--- src/rtl/hazard_unit.sv ---
// hazard_unit: pipeline hazard resolver for the 5-stage RISC-V core.
// Handles operand forwarding, load-use stalls, branch flushes, and a
// data-memory wait FSM with a sticky timeout watchdog.
// Optional build macro HAZARD_PERF_CNT_EN adds three wrapping performance
// counters (stall cycles, load-use events, front-end flushes).
module hazard_unit #(
    parameter int MAX_WAIT = 16,
    parameter int CNT_W    = 32
) (
    input  logic       iclk,
    input  logic       irst,
    input  logic [4:0] Rs1D,
    input  logic [4:0] Rs2D,
    input  logic [4:0] Rs1E,
    input  logic [4:0] Rs2E,
    input  logic [4:0] RdE,
    input  logic [4:0] RdM,
    input  logic [4:0] RdW,
    input  logic       RegWriteM,
    input  logic       RegWriteW,
    input  logic       ResultSrcb0E,
    input  logic       PCSrcE,
    input  logic       MemReqM,
    input  logic       MemReadyM,
    output logic [1:0] ForwardAE,
    output logic [1:0] ForwardBE,
    output logic       StallF,
    output logic       StallD,
    output logic       StallE,
    output logic       StallM,
    output logic       FlushD,
    output logic       FlushE,
    output logic       FlushW,
    output logic       oMemTimeout
`ifdef HAZARD_PERF_CNT_EN
    ,
    output logic [CNT_W-1:0] oStallCycles,
    output logic [CNT_W-1:0] oLoadUseCnt,
    output logic [CNT_W-1:0] oFlushCnt
`endif
);

    typedef enum logic {
        RUN  = 1'b0,
        WAIT = 1'b1
    } mem_state_t;

    localparam logic [7:0] MAX_WAIT_L = 8'(MAX_WAIT);

    if (CNT_W < 1 || MAX_WAIT < 1 || MAX_WAIT > 255) begin : g_bad_params
        $error("hazard_unit: parameter out of range");
    end

    mem_state_t state_reg, state_next;
    logic [7:0] cnt_reg, cnt_next;
    logic [7:0] wait_now;
    logic       release_reg, release_next;
    logic       timeout_set;
    logic       mem_stall;
    logic       lw_stall;

    // Source-match forward select; M is newer than W so it wins.
    function automatic logic [1:0] fwd_sel(input logic [4:0] rs,
                                           input logic       wr_m,
                                           input logic [4:0] rd_m,
                                           input logic       wr_w,
                                           input logic [4:0] rd_w);
        if (wr_m && (rd_m != 5'd0) && (rd_m == rs))
            return 2'b10;
        else if (wr_w && (rd_w != 5'd0) && (rd_w == rs))
            return 2'b01;
        else
            return 2'b00;
    endfunction

    // Forwarding selects and load-use detection.
    always_comb begin
        ForwardAE = fwd_sel(Rs1E, RegWriteM, RdM, RegWriteW, RdW);
        ForwardBE = fwd_sel(Rs2E, RegWriteM, RdM, RegWriteW, RdW);
        lw_stall  = ResultSrcb0E && (RdE != 5'd0) && ((RdE == Rs1D) || (RdE == Rs2D));
    end

    // Memory-wait state register, wait counter, post-timeout release flag and sticky timeout.
    always_ff @(posedge iclk or posedge irst) begin
        if (irst) begin
            state_reg   <= RUN;
            cnt_reg     <= 8'd0;
            release_reg <= 1'b0;
            oMemTimeout <= 1'b0;
        end else begin
            state_reg   <= state_next;
            cnt_reg     <= cnt_next;
            release_reg <= release_next;
            oMemTimeout <= oMemTimeout | timeout_set;
        end
    end

    // Memory-wait next state. wait_now is the number of wait cycles including
    // the current one; reaching MAX_WAIT ends the wait with a timeout. The cycle
    // right after a timeout ignores the still-pending request so the stuck
    // access is treated as complete and the pipeline moves on.
    always_comb begin
        state_next   = state_reg;
        cnt_next     = cnt_reg;
        release_next = 1'b0;
        timeout_set  = 1'b0;
        mem_stall    = 1'b0;
        wait_now     = (cnt_reg == 8'hFF) ? 8'hFF : cnt_reg + 8'd1;
        case (state_reg)
            RUN: begin
                wait_now = 8'd1;
                if (MemReqM && !MemReadyM && !release_reg && !irst) begin
                    mem_stall = 1'b1;
                    if (wait_now >= MAX_WAIT_L) begin
                        timeout_set  = 1'b1;
                        release_next = 1'b1;
                        cnt_next     = 8'd0;
                    end else begin
                        state_next = WAIT;
                        cnt_next   = wait_now;
                    end
                end
            end
            WAIT: begin
                if (MemReadyM) begin
                    state_next = RUN;
                    cnt_next   = 8'd0;
                end else begin
                    mem_stall = !irst;
                    cnt_next  = wait_now;
                    if (wait_now >= MAX_WAIT_L) begin
                        timeout_set  = 1'b1;
                        release_next = 1'b1;
                        state_next   = RUN;
                        cnt_next     = 8'd0;
                    end
                end
            end
            default: begin
                state_next = RUN;
                cnt_next   = 8'd0;
            end
        endcase
    end

    // Stall/flush outputs; a memory freeze suppresses flushes because the held
    // E instruction presents PCSrcE again once released.
    always_comb begin
        StallM = mem_stall;
        StallE = mem_stall;
        StallF = mem_stall | lw_stall;
        StallD = mem_stall | lw_stall;
        FlushW = mem_stall;
        FlushE = !mem_stall && (lw_stall || PCSrcE);
        FlushD = !mem_stall && PCSrcE;
    end

`ifdef HAZARD_PERF_CNT_EN
    // Wrapping performance counters.
    always_ff @(posedge iclk or posedge irst) begin
        if (irst) begin
            oStallCycles <= '0;
            oLoadUseCnt  <= '0;
            oFlushCnt    <= '0;
        end else begin
            if (StallF)
                oStallCycles <= oStallCycles + 1'b1;
            if (lw_stall && !mem_stall)
                oLoadUseCnt <= oLoadUseCnt + 1'b1;
            if (FlushD)
                oFlushCnt <= oFlushCnt + 1'b1;
        end
    end
`endif

endmodule

--- config.mk ---
export PLATFORM = sky130hd
export DESIGN_NAME = hazard_unit
export DESIGN_NICKNAME = d
export VERILOG_FILES = /design/src/rtl/hazard_unit.sv
export SDC_FILE = /design/constraint.sdc
export NUM_CORES = 1
export LEC_CHECK = 0
export CAP_MARGIN = 25
export CORE_MARGIN = 3
export CORE_UTILIZATION = 39
export CTS_CLUSTER_DIAMETER = 40
export DETAILED_ROUTE_END_ITERATION = 8
export GPL_ROUTABILITY_DRIVEN = 0
export GPL_TIMING_DRIVEN = 0
export PLACE_DENSITY = 0.8
export REMOVE_ABC_BUFFERS = 1
export SKIP_LAST_GASP = 1
export SYNTH_ARGS = -nofsm -noshare
export SYNTH_HDL_FRONTEND = slang
export SYNTH_SLANG_ARGS = --single-unit
export TNS_END_PERCENT = 20
--- constraint.sdc ---
create_clock -name iclk -period 1.8 [get_ports iclk]
set_input_delay 0.36 -clock iclk [delete_from_list [all_inputs] [get_ports iclk]]
set_output_delay 0.36 -clock iclk [all_outputs]
set_load 0.05 [all_outputs]
# Word level (Yosys, flattened, before mapping)
# Cells that the tools add are included.
op_classes:
  addsub: 1
  n_lt_le_gt_ge: 1
  eq_ne: 8
  muxes: 18
  bitwise: 3
  n_reduce_logical: 22
ops:
  columns: ["op", "count"]
  rows:
  - ["$mux W8", 4]
  - ["$eq A5 B5 Y1", 6]
  - ["$pmux W8 S2", 1]
  - ["$reduce_bool A5 Y1", 3]
  - ["$logic_and A1 B1 Y1", 13]
  - ["$mux W1", 9]
  - ["$add A8 B1 Y8 const B", 1]
  - ["$eq A8 B8 Y1 const B", 1]
  - ["$ge A8 B5 Y1 const B", 1]
  - ["$logic_not A1 Y1", 4]
  - ["$mux W2", 2]
  - ["$pmux W1 S2", 2]
  - ["$logic_or A1 B1 Y1", 2]
  - ["$ne A2 B2 Y1 const B", 1]
  - ["$or A1 B1 Y1", 2]
  - ["$not A1 Y1", 1]
totals:
  ff_bits: 11
  inputBits: 43
  output_inout_bits: 12
  word_cells: 57

# Depth between registers and ports, before layout
depth:
  ltp_word: 8
  ltp_mapped: 5
  ltp_nobuf: 5

# Worst setup path after synthesis
# OpenSTA, ideal clock, no wires.
synth_path:
  path_kind: "in2out"
  from: "in RdM[4]"
  to: "out ForwardAE[0]"
  arrival_ns: 2.862
  required_ns: 1.440
  slack_ns: -1.422
  stages: 4
  n_path_buf: 0
  cell_sequence: "xnor2_1 nand3_1 nor4_1 nor3_1"
synth_via:
  elab_chain_len: 4
  elab_cells_between_ends: 5
  cone_classes: "eq/ne (1); mux (1); reduce/logical (3)"
synth_rtl:
  columns: ["element", "line", "text"]
  rows:
  - ["start: declaration", "17", "input logic [4:0] RdM,"]
  - ["$reduce_bool A5 Y1", "68", "if (wr_m && (rd_m != 5'd0) && (rd_m == rs))"]
  - ["$logic_and A1 B1 Y1", "68", null]
  - ["$logic_and A1 B1 Y1 (*)", "68", null]
  - ["$mux W2 (*)", "68", null]
  - ["end: declaration", "25", "output logic [1:0] ForwardAE,"]
# Mark *: on every way between the ends. The rest lies on a longest branch, timed or not.

# Worst setup path in the final report
layout_path:
  from: "in RdM[1]"
  to: "out ForwardAE[0]"
# The elaborated chain is that of the path after synthesis.

==> flow_metrics.tcl <==
set metrics [dict create \
    detailroute.via_count 1138 \
    seq_total_area_yosys_pct 27.0 \
    layout.cells.non_filler 203 \
    yosys.cell_count.top_type "sky130_fd_sc_hd__xor2_1" \
    wl_per_cell_um 16.4 \
    cts.root.buffer_cell "sky130_fd_sc_hd__clkbuf_4" \
    ctsHoldBuffers 0 \
    clock-skew-final_ns 0.00596 \
    worst_max_slew_pin_slew_ns 0.506 \
    post_synth_main_area_contributors "sky130_fd_sc_hd__dfrtp_1, sky130_fd_sc_hd__xor2_1, sky130_fd_sc_hd__xnor2_1, sky130_fd_sc_hd__nor2_1, sky130_fd_sc_hd__and2_1" \
    vias_per_cell 5.61 \
    path_max_fanout 2 \
    power_density_mw_per_mm2 470 \
    largest_reg_flops 8 \
    portBuffers 54 \
    io_pins 55 \
    post-place-ws_ns -1.35 \
    fin_nets 220 \
    synth_area_mm2 0.00102 \
    power.ir.vdd_worst_mv 0.540 \
    finalWorstSetupSlack_ns -0.277 \
    final.hold.worst_slack_ns 0.160 \
    num_rows 17 \
    post_synth_inst_count 116 \
    worst-endpoint-arrival_ns 1.72 \
    synth_top_area_share_pct 27.0 \
    cts_max_level 1 \
    post_synth_most_frequent_cells "sky130_fd_sc_hd__xor2_1, sky130_fd_sc_hd__dfrtp_1, sky130_fd_sc_hd__nor2_1, sky130_fd_sc_hd__xnor2_1, sky130_fd_sc_hd__nand2_1" \
    antenna_found_initial 0 \
    cp-start-kind "input pin" \
    grt_first_pass_wirelength_um 5360 \
    yosys.area.top_type "sky130_fd_sc_hd__dfrtp_1" \
    timing.final.max_slew_violations 0 \
    cts_max_path_buffers 2 \
    final_area_mm2 0.00170 \
    start_util_pct 43.5 \
    category_of_cells_accounting_for_the_largest_share_of_critical_path_delay "simple AND/OR/NAND/NOR gates" \
    wl_um 3340 \
    number_of_buffers_added_by_the_clock_tree_synthesis_step 3 \
    upper_clock_frequency_limit_ghz 0.481 \
    relative_max_transition_margin_pct 66.2 \
    synth.yosys.warnings 0 \
    hpwlAfterDp_um 2580 \
    grt_max_degree 12 \
    hold_path_class "input pin to asynchronous set/reset pin" \
    cp_num_cells 6 \
    path_cells "buf_8 -> or4_4 -> o21ai_4 -> nor4_4 -> nor3_1 -> buf_4" \
    cts_tree "done" \
    placement.cell_area_mm2 0.00157 \
    critPathKind "input pin to output port" \
    final-hold-violation-count 0 \
    globalRoute.totalOverflow 0 \
    grtUsageTotal_pct 20.6 \
    yosys_register_bits 11 \
    outcome "finished with violations" \
    clock_transition_at_the_registers_of_the_reported_paths_ns 0.07 \
    ys_async_sr_fraction_pct 100 \
    total_leakage_power_nw 0.796 \
    r2r_start "cnt_reg[0]" \
    cts.sinks 11 \
    synth-edff-count 0 \
    count_of_final_setup_violators 5 \
    synth_flop_cell "sky130_fd_sc_hd__dfrtp_1" \
    max_cap_viol_count 0 \
    worstRegToRegCells 5 \
    worst_setup_path_startpoint "RdM[1]" \
    min_period_over_period_pct 115 \
    drcViolationCount 0 \
    syn_area_per_cell_um2 8.78 \
    flow.area_growth_from_synthesis_pct 67.2 \
    drtAntennaViolNets 0 \
    synth_cell_type_count 38 \
    length_of_the_first_detailed_routing_pass_in_iterations 4 \
    placed_cells_incl_taps 195 \
    min_clock_period_post_route_ns 2.08 \
    grt_setup_unrepaired "yes" \
    design.core.area_mm2 0.00234 \
    via_count_of_the_first_global_routing_pass 1187 \
    iter_0_drt_violations 24 \
    design.die.area_mm2 0.00326 \
    report.power.total_w 0.000801 \
    wp_data_required_ns 1.44 \
    max_stage_delay_ns 0.53 \
    slowest_stage "sky130_fd_sc_hd__or4_4" \
    die-height_um 57.1 \
    drive_gt1_share_pct 34.9 \
    worst_skew_pair_later_pin_latency_ns 0.27 \
    violations_in_the_final_reports "setup timing" \
    n_antenna_cell 0 \
    die_width_um 57.1 \
    path_buf_inv 2 \
    total_of_fill_cells_in_the_finished_design 174 \
    crit_path_end_kind "output port" \
]
-- layout by cell type, fill, tap and decap left out, drive strengths merged, types with 6 or more instances in the layout --
cell type,count
buf,29
xor2,22
dfrtp,11
dlymetal6s2s,10
xnor2,9
clkdlybuf4s50,9
nor2,9
clkbuf,8
o21ai,7
nand2,6
-- layer usage --
layer  share of wire [%]  global-route usage (%)
met3                 9.6                    5.20
met5                   0                       0
met2                  50                    35.7
met4                 1.4                    4.97
met1                  39                    25.5
-- report_power, final --
group	internal (W)	leakage [nW]	switching (W)	total [W]
Combinational	0.000164	0.633	0.000188	0.000353
Clock	0.0000858	0.0150	0.0000807	0.000166
Sequential	0.000263	0.149	0.0000193	0.000282
-- worst paths after layout --
check	to	slack (ns)
worst max-delay path	ForwardAE[0]	-0.28
worst min-delay path	release_reg	0.16
worst max register to register	cnt_reg[2]	0.06
worst min register to register	oMemTimeout	0.49
max in group asynchronous	state_reg	1.32
min in group iclk	oMemTimeout	0.49
-- layout make-up --
cell class                 count  area, um2  share of cell area, %
multi-input combinational     98        820                   48.1
sequential                    11        277                   16.2
clock buffer                   4       26.3                   1.54
inverter                       4       15.0                  0.882
timing repair buffer          58        531                   31.2
tap                           28       35.0                   2.06
-- worst register-to-register path, stage by stage (launching register included) --
cell                       delay, ns
sky130_fd_sc_hd__dfrtp_1        0.42
sky130_fd_sc_hd__ha_1           0.27
sky130_fd_sc_hd__a311oi_1       0.28
sky130_fd_sc_hd__a41o_1         0.22
sky130_fd_sc_hd__o211ai_2       0.17
sky130_fd_sc_hd__o311ai_1       0.27
-- what timing repair did --
action,in CTS,in global routing
resized for setup,145,57
buffers inserted,4,0
pin swaps,14,14
endpoints found under the setup margin,11,14
-- cells by family after synthesis --
logic type,count (synthesis),synth area share [%]
xor+xnor,31,26.7
compound gates,21,15.9
flops,11,27.0
fa+ha+maj,1,1.23
buf+inv,7,3.68
simple gates,45,25.6
-- through the flow --
step | TNS, ns | util [%]
after CTS | -2.32 | 70.3
after detailed placement | -10.92 | 67.2
after global routing | -1.42 | 72.8
final | -0.783 | 72.8
after global placement | -10.39 | 67.2
after floorplan | -7.55 | -
(Power assumes the default switching activity.)
